`config.mk`:
```
export PLATFORM = sky130hd
export DESIGN_NAME = ro_fifo_drain
export DESIGN_NICKNAME = d
export VERILOG_FILES = /design/src/rtl/ro_pkg.sv /design/src/rtl/ro_fifo_drain.sv
export SDC_FILE = /design/constraint.sdc
export NUM_CORES = 1
export LEC_CHECK = 0
export ABC_AREA = 1
export BUFFER_PORTS_ARGS = -buffer_cell sky130_fd_sc_hd__buf_2
export CORE_MARGIN = 2
export CORE_UTILIZATION = 45
export CTS_CLUSTER_SIZE = 20
export DETAILED_ROUTE_END_ITERATION = 10
export PLACE_DENSITY = 0.64
export REMOVE_ABC_BUFFERS = 1
export SYNTH_ARGS = -nofsm -noshare
export SYNTH_HDL_FRONTEND = slang
export SYNTH_SLANG_ARGS = --single-unit
```
`constraint.sdc`:
```
create_clock -name clk -period 2.35 [get_ports clk]
set_clock_uncertainty 0.05 [all_clocks]
set_input_delay 0.1175 -clock clk [delete_from_list [all_inputs] [get_ports clk]]
set_output_delay 0.1175 -clock clk [all_outputs]
set_load 0.03 [all_outputs]
```
`src/rtl/ro_pkg.sv`:
```
// Purpose : types and helpers shared by the ring-oscillator FIFO drain logic.
// Latency : n/a (declarations only).
// Backpressure: n/a.
package ro_pkg;

   // Drain controller states.
   typedef enum logic [1:0] {
      IDLE = 2'd0,
      FILL = 2'd1,
      EMIT = 2'd2,
      DONE = 2'd3
   } drain_state_t;

   // Number of whole FIFO samples that fit in one output word.
   function automatic int spw(input int out_w, input int fifo_w);
      return out_w / fifo_w;
   endfunction

endpackage

```
`src/rtl/ro_fifo_drain.sv`:
```
// Purpose : pops num_samples results from a show-ahead FIFO after a start pulse and
//           packs them little-endian (lane 0 in the LSBs) into OUT_WIDTH-bit words.
// Latency : a full word is presented SPW cycles after its first pop when the FIFO
//           stays non-empty; one bubble cycle follows each accepted word.
// Backpressure: out_valid/out_ready; the word is held stable and FIFO pops stop
//           while out_valid && !out_ready. An empty FIFO stalls packing.
// Ports   : clk, afu_rst_n (sync, active-low), start/num_samples (run control),
//           fifo_empty/fifo_rd_data/fifo_rd_en (FIFO read side),
//           out_valid/out_ready/out_data/out_count/out_last (word stream),
//           busy (run in progress), done (one-cycle end-of-run pulse).
module ro_fifo_drain
   import ro_pkg::*;
#(
   parameter  int FIFO_WIDTH       = 20,
   parameter  int OUT_WIDTH        = 64,
   parameter  int NUM_SAMPLE_WIDTH = 16,
   localparam int SPW              = spw(OUT_WIDTH, FIFO_WIDTH),
   localparam int CNT_WIDTH        = $clog2(SPW + 1)
) (
   input  logic                        clk,
   input  logic                        afu_rst_n,
   input  logic                        start,
   input  logic [NUM_SAMPLE_WIDTH-1:0] num_samples,
   input  logic                        fifo_empty,
   input  logic [FIFO_WIDTH-1:0]       fifo_rd_data,
   output logic                        fifo_rd_en,
   output logic                        out_valid,
   input  logic                        out_ready,
   output logic [OUT_WIDTH-1:0]        out_data,
   output logic [CNT_WIDTH-1:0]        out_count,
   output logic                        out_last,
   output logic                        busy,
   output logic                        done
);

   localparam logic [NUM_SAMPLE_WIDTH-1:0] CNT_ONE  = NUM_SAMPLE_WIDTH'(1);
   localparam logic [CNT_WIDTH-1:0]        LANE_ONE = CNT_WIDTH'(1);
   localparam logic [CNT_WIDTH-1:0]        LANE_MAX = CNT_WIDTH'(SPW);
   localparam logic [CNT_WIDTH-1:0]        LANE_TOP = CNT_WIDTH'(SPW - 1);

   drain_state_t                 state_q, state_d;
   logic [NUM_SAMPLE_WIDTH-1:0]  target_q;
   logic [NUM_SAMPLE_WIDTH-1:0]  rd_cnt_q;
   logic [CNT_WIDTH-1:0]         lane_idx_q;
   logic [FIFO_WIDTH-1:0]        lane_q [SPW];

   logic                         word_full;
   logic                         last_pop;
   logic                         word_fire;
   logic [OUT_WIDTH-1:0]         pack_d;

   assign word_full = (lane_idx_q == LANE_TOP);
   assign last_pop  = ((rd_cnt_q + CNT_ONE) == target_q);
   assign word_fire = out_valid && out_ready;

   // Word as it will look after the current pop lands in lane[lane_idx_q].
   // Lanes not yet written are already 0, so pad and unused lanes stay 0.
   always_comb begin
      pack_d = '0;
      for (int i = 0; i < SPW; i++) begin
         if (CNT_WIDTH'(i) == lane_idx_q)
            pack_d[i*FIFO_WIDTH +: FIFO_WIDTH] = fifo_rd_data;
         else
            pack_d[i*FIFO_WIDTH +: FIFO_WIDTH] = lane_q[i];
      end
   end

   // Next-state and decoded outputs.
   always_comb begin
      state_d    = state_q;
      fifo_rd_en = 1'b0;
      busy       = 1'b0;
      unique case (state_q)
         IDLE: begin
            if (start)
               state_d = (num_samples == '0) ? DONE : FILL;
         end
         FILL: begin
            busy = 1'b1;
            // Gated by reset so a synchronous reset never coincides with a pop.
            fifo_rd_en = afu_rst_n && !fifo_empty &&
                         (lane_idx_q < LANE_MAX) && (rd_cnt_q < target_q);
            if (fifo_rd_en && (word_full || last_pop))
               state_d = EMIT;
         end
         EMIT: begin
            busy = 1'b1;
            if (word_fire)
               state_d = out_last ? DONE : FILL;
         end
         DONE: begin
            state_d = IDLE;
         end
         default: state_d = IDLE;
      endcase
   end

   always_ff @(posedge clk) begin
      if (!afu_rst_n)
         state_q <= IDLE;
      else
         state_q <= state_d;
   end

   // Datapath: counters, lane registers and the registered word interface.
   always_ff @(posedge clk) begin
      if (!afu_rst_n) begin
         target_q   <= '0;
         rd_cnt_q   <= '0;
         lane_idx_q <= '0;
         out_valid  <= 1'b0;
         out_data   <= '0;
         out_count  <= '0;
         out_last   <= 1'b0;
         done       <= 1'b0;
         for (int i = 0; i < SPW; i++)
            lane_q[i] <= '0;
      end else begin
         // done lags the DONE state by one cycle and lasts exactly one cycle.
         done <= (state_q == DONE);

         if (state_q == IDLE && start) begin
            target_q   <= num_samples;
            rd_cnt_q   <= '0;
            lane_idx_q <= '0;
         end

         if (fifo_rd_en) begin
            for (int i = 0; i < SPW; i++) begin
               if (CNT_WIDTH'(i) == lane_idx_q)
                  lane_q[i] <= fifo_rd_data;
            end
            lane_idx_q <= lane_idx_q + LANE_ONE;
            rd_cnt_q   <= rd_cnt_q + CNT_ONE;
            if (word_full || last_pop) begin
               out_valid <= 1'b1;
               out_data  <= pack_d;
               out_count <= lane_idx_q + LANE_ONE;
               out_last  <= last_pop;
            end
         end

         // Accepted word: drop valid and clear lanes for the next word.
         if (state_q == EMIT && word_fire) begin
            out_valid  <= 1'b0;
            lane_idx_q <= '0;
            for (int i = 0; i < SPW; i++)
               lane_q[i] <= '0;
         end
      end
   end

endmodule

```
==> impl_metrics.yaml, run 1 <==
drt:
  wl_per_cell_microns: 15.5
  vias: 6986
  wl_microns: 21800
  routed_via_density: 4.95
  drt_iter0_markers: 357
  drtPass1Iterations: 6
  antenna_violating_nets_post_route: 0
  drc: 0
grt:
  grt_pass1_wl_microns: 32100
  grt_max_degree: 86
  grt_util_met3_pct: 4.76
  busiest_layer: "met2"
  grt_overflow: 0
  met1_usage_pct: 30.2
  grt_usage_pct: 24.3
  grt_use_met2_pct: 42.4
  grt_pass1_vias: 6544
  antenna_found_initial: 0
timing:
  setup-violations-final: 61
  drv_slew: 0
  rsz0062_at_grt: "true"
  relSlewSlack_pct: 42.8
  worst_slew_pin_slew_ns: 0.859
  max_clock_freq_mhz: 403
  timing.final.crit_period_ns: 2.48
  period_share_pct: 106
  hold_violations: 0
  setup_ws_ns: -0.131
logic_synthesis:
  yosys.cell_types.count: 36
  postSynthAreaPerCell_sq_um: 7.33
  synth.ff_latch_count: 161
  syn_inst: 977
  synth.cell_area_sq_um: 7160
  yosysSeqAreaShare_pct: 45.0
  yosys_warnings: 0
status:
  status: "complete, but fails checks"
  failed_checks: "negative setup slack"
floorplan:
  core_sq_um: 15700
  start_util_pct: 45.6
  fp.dieH_microns: 130
  dieWidth_microns: 130
  io_pins: 112
  rows: 46
  die-area_sq_um: 16900
placement:
  gp_congestion: 0.855
  post_dp_cell_area_sq_um: 8260
  place_inst: 1313
  hpwl_microns: 11900
  portBuffers: 107
  dp_slack_ns: -0.117
setup_path:
  crit_path_max_fanout: 10
  cp.arrival_ns: 2.74
  worst_ep_required_time_ns: 2.61
  start_kind: "flip-flop"
  crit_type: "reg -> reg"
  cp-end-kind: "flip-flop"
clock_network:
  clk_pin_slew_ns: 0.06
  cts_max_level: 4
  insertion_delay_ns: 0.42
  cts.sinks: 161
  cts_tree: "built"
  root_buffer: "clkbuf_16"
  cts_made_buffers: 17
  ctsLongestPathBuffers: 2
cells_and_area:
  final_common_cell: "nor2_1"
  nNetsFinal: 1248
  diodes: 0
  drive_above_1_share_pct: 36.3
  final_cell_mix: "nor2_1, dfxtp_1, nand2_1"
  fill_cells: 1295
  fin_cells: 1410
  post-route-cell-area_sq_um: 10500
  areaGrowthSynthToFinish_pct: 46.1
power_and_ir_drop:
  vdd_drop_max_v: 0.000590
  p_leak_uw: 0.00514
  powerDensity_nw_per_um2: 727
flow_run:
  cap_violations: 0
min_path:
  hold_path_class: "in -> reg"
## layer usage
layer | vias to the layer above | wire (microns)
li1 | 3504 | -
met2 | 205 | 11000
met3 | 45 | 1100
met4 | 0 | 498
met5 | - | 0
met1 | 3232 | 9220
## final cells by class
type                    count  area [sq um]  area share (%)
repair inverters            2          22.5           0.215
multi-input cells         636          3800            36.4
repair buffers            231          2030            19.4
clock inverters            11          92.6           0.885
well taps                 216           270            2.58
clock buffers              21           480            4.59
inverters                 132           513            4.90
flip-flops and latches    161          3250            31.1
## power by group
group	internal (uW)	total (uW)	switching [uW]
Sequential	2970	3090	118
Combinational	776	1830	1050
Clock	1490	2690	1200
## path summary, 6_finish.rpt
path,slack (ns),startpoint,cells after the start,to
worst max-delay path,-0.13,rd_cnt_q[1],17,out_data[3]
worst min-delay path,0.03,num_samples[10],3,target_q[10]
worst max register to register,-0.13,rd_cnt_q[1],17,out_data[3]
worst min register to register,0.40,lane_q[0][6],2,lane_q[0][6]
## critical path: stages (launching register included)
cell	delay [ns]
dfxtp_2	0.34
buf_6	0.13
ha_4	0.26
a21oi_2	0.05
o21ai_1	0.13
nand4_1	0.10
nand2_1	0.11
nand2_1	0.07
nand2_2	0.09
nor2_4	0.06
buf_6	0.13
nand2_2	0.12
nand2_8	0.11
clkbuf_16	0.20
o21ai_1	0.16
inv_1	0.11
nor2_1	0.11
nor2_1	0.05
## synthesized netlist by cell type
cell type,n,share of area (%)
nand3b_1,3,0.31
buf_6,7,1.1
nand4_1,8,0.70
a211oi_1,1,0.10
xor2_1,5,0.61
nor2_1,165,8.6
and2_1,1,0.087
nand2_1,160,8.4
o21ai_0,49,3.4
o21bai_1,1,0.10
clkinv_1,2,0.10
nand2_4,1,0.16
conb_1,1,0.052
or2_2,1,0.087
nand3_1,50,3.5
buf_2,12,0.84
inv_6,1,0.12
a21oi_1,42,2.9
xnor3_1,4,1.3
nor2_4,4,0.63
clkbuf_2,3,0.21
xnor2_1,2,0.24
or3_1,1,0.087
clkbuf_1,16,0.84
nor4_1,5,0.44
ha_1,26,4.5
o32ai_1,1,0.12
o21ai_1,97,6.8
nor3_1,1,0.070
nand2_2,3,0.26
buf_1,1,0.052
inv_2,11,0.58
mux2_2,1,0.16
buf_4,12,1.3
inv_1,118,6.2
dfxtp_1,161,45
## cell families after synthesis
kind of cell | share of synthesized area, %
flip-flops | 45.0
buffers and inverters | 11.3
other | 0.0524
AND/OR/NAND/NOR | 23.4
multiplexers | 0.157
adder cells (fa/ha/maj) | 4.54
AO/OA/AOI/OAI | 13.5
XOR/XNOR | 2.11
## through the flow
stage	hold slack (ns)	total power, uW	util, %	TNS (ns)
floorplan	0.161	3950	-	-91.88
global placement	0.372	4430	52.5	-3.08
detailed placement	0.373	4450	52.5	-5.59
CTS	0.00951	7370	61.7	-1.48
global route	0.0231	7950	66.6	-13.37
finish	0.0255	7610	66.6	-1.88
## what timing repair did
action,CTS,global route
setup buffers,23,11
gates resized for setup,107,143
gates cloned,8,12
setup endpoints to repair,70,145
hold buffers,15,0
endpoints found under the hold margin,16,0
pin swaps,34,41
## sequential cells by signal (all words and copies together), names as in the netlist
signal,count
out_count,2
done,1
lane_idx_q,2
target_q,16
lane_q,60
out_last,1
rd_cnt_q,16
out_valid,1
out_data,60
state_q,2
Power figures use the tool's default switching activity.
==> run 2: changes to the inputs <==
Settings changed: CAP_MARGIN set to 20, CORE_UTILIZATION 45 to 51, PLACE_DENSITY 0.64 to 0.72.
==> run 2 against run 1 <==
  * The flow still finishes with violations (negative setup slack)
  * Design area up 7.3%
  * Utilization up 15 points
  * Die area down 11%
  * Flip-flop and latch count unchanged
  * Maximum frequency down 17%
  * Largest cell class unchanged
  * Critical path depth up 3
  * Worst hold slack worse by 0.0085 ns
  * Sequential power up 2%
  * Sequential share of layout area down 2.2 points
==> impl_metrics.yaml, run 2 (synthesis gave the netlist of run 1 again) <==
cells_and_area:
  fin_cells: 1378
  final_common_cell: "dfxtp_1"
  top_regs: "lane_q (60), out_data (60)"
  diodes: 0
  utilization_pct: 81.5
  final_cell_mix: "dfxtp_1, nor2_1, buf_2"
  nNetsFinal: 1252
  drive_above_1_share_pct: 45.0
  areaGrowthSynthToFinish_pct: 56.8
drt:
  drt_iter0_markers: 941
  vias: 8469
  wl_microns: 32600
  drtPass1Iterations: 10
  drc: 0
  routed_via_density: 6.15
  wl_per_cell_microns: 23.7
  antenna_violating_nets_post_route: 0
timing:
  drv_slew: 0
  max_clock_freq_mhz: 336
  setup-violations-final: 145
  rsz0062_at_grt: "true"
  hold_ws_ns: 0.0170
  setup_ws_ns: -0.628
  hold_violations: 0
  worst_slew_pin_slew_ns: 0.987
  timing.final.crit_period_ns: 2.98
  relSlewSlack_pct: 34.2
  period_share_pct: 127
setup_path:
  cp.arrival_ns: 3.26
  start_kind: "flip-flop"
  reg2reg_from: "target_q[5]"
  crit_start: "target_q[5]"
  r2r_cells: 20
  worst_ep_required_time_ns: 2.63
  cp-end-kind: "flip-flop"
  crit_type: "reg -> reg"
  crit_path_max_fanout: 5
clock_network:
  cts_made_buffers: 17
  ctsLongestPathBuffers: 2
  insertion_delay_ns: 0.46
  cts.sinks: 161
  cts_tree: "built"
  clk_pin_slew_ns: 0.07
  cts_max_level: 4
  root_buffer: "clkbuf_16"
placement:
  gp_congestion: 0.893
  hpwl_microns: 11600
  dp_slack_ns: -0.0907
  place_inst: 1265
  portBuffers: 107
flow_run:
  cap_violations: 0
grt:
  grt_pass1_vias: 7135
  grt_max_degree: 86
  antenna_found_initial: 0
  grt_overflow: 0
  grt_usage_pct: 30.4
  grt_pass1_wl_microns: 35100
status:
  failed_checks: "negative setup slack"
  status: "complete, but fails checks"
floorplan:
  dieWidth_microns: 122
  die-area_sq_um: 15000
  start_util_pct: 52.0
  rows: 43
  fp.dieH_microns: 122
  io_pins: 112
  core_sq_um: 13800
min_path:
  worstHoldStart: "num_samples[5]"
  holdPathStages: 3
  hold_path_class: "in -> reg"
power_and_ir_drop:
  vdd_drop_max_v: 0.000762
  p_leak_uw: 0.00525
  powerDensity_nw_per_um2: 739
## run 2: cell types whose count changed in the layout (fill, tap and decap cells not counted), sizes merged
cell	delta
clkbuf	+5
inv	-1
dlygate4sd3	-1
clkinvlp	+1
## run 2: critical path, stage by stage (launching register included)
cell      delay, ns
dfxtp_2        0.34
inv_2          0.05
ha_4           0.23
a21oi_2        0.24
nor2_1         0.07
a211oi_1       0.23
nand2_1        0.15
nand2_1        0.10
nand2_2        0.08
nor2_4         0.14
buf_6          0.17
nand2_4        0.06
nand2_4        0.09
buf_12         0.13
buf_12         0.11
buf_16         0.14
nand2_2        0.05
o21ai_1        0.06
inv_1          0.09
nor2_1         0.17
nor2_1         0.10
## run 2: area by class of cell
type	count	area, sq um
multi-input cells	636	4350
flip-flops and latches	161	3240
fillers	716	2540
repair buffers	235	2300
inverters	132	541
clock buffers	21	460
well taps	180	225
clock inverters	11	95.1
repair inverters	2	18.8
## run 2: worst paths after layout
| path | slack, ns | end |
|---|---|---|
| worst min-delay path | 0.02 | target_q[5] |
| worst max register to register | -0.63 | out_data[30] |
| worst max-delay path | -0.63 | out_data[30] |
| worst min register to register | 0.43 | lane_q[2][12] |
## run 2: timing repair
| action | in CTS | in global routing |
|---|---|---|
| hold buffers | 14 | 0 |
| endpoints found under the hold margin | 15 | 0 |
| resized for setup | 168 | 258 |
| cloned | 12 | 15 |
| pin swaps | 40 | 67 |
| setup buffers | 32 | 14 |
| setup endpoints to repair | 79 | 145 |
## run 2: power by group
group	internal (uW)	total, uW	switching (uW)
Combinational	940	2390	1450
Sequential	2970	3140	168
Clock	1440	2770	1330
## run 2: layer usage
metal  part of all wire (%)  up-vias  global-route usage, %  routed length [microns]
li1                       -     3510                      -                        -
met1                     34     3943                   34.2                    11000
met2                     46      726                   52.2                    15100
met3                     10      290                   7.99                     3360
met4                    9.7        0                   17.2                     3180
met5                      0        -                      0                        0
## run 2: through the flow
| stage | TNS, ns | cell area (sq um) | power, uW |
|---|---|---|---|
| 3_5_place_dp | -4.10 | 8080 | 4400 |
| 2_1_floorplan | -91.88 | 6860 | 3950 |
| 3_3_place_gp | -2.27 | 8080 | 4380 |
| 4_1_cts | -3.68 | 9950 | 7450 |
| 5_1_grt | -68.43 | 11200 | 8500 |
| 6_report | -56.09 | 11200 | 8300 |
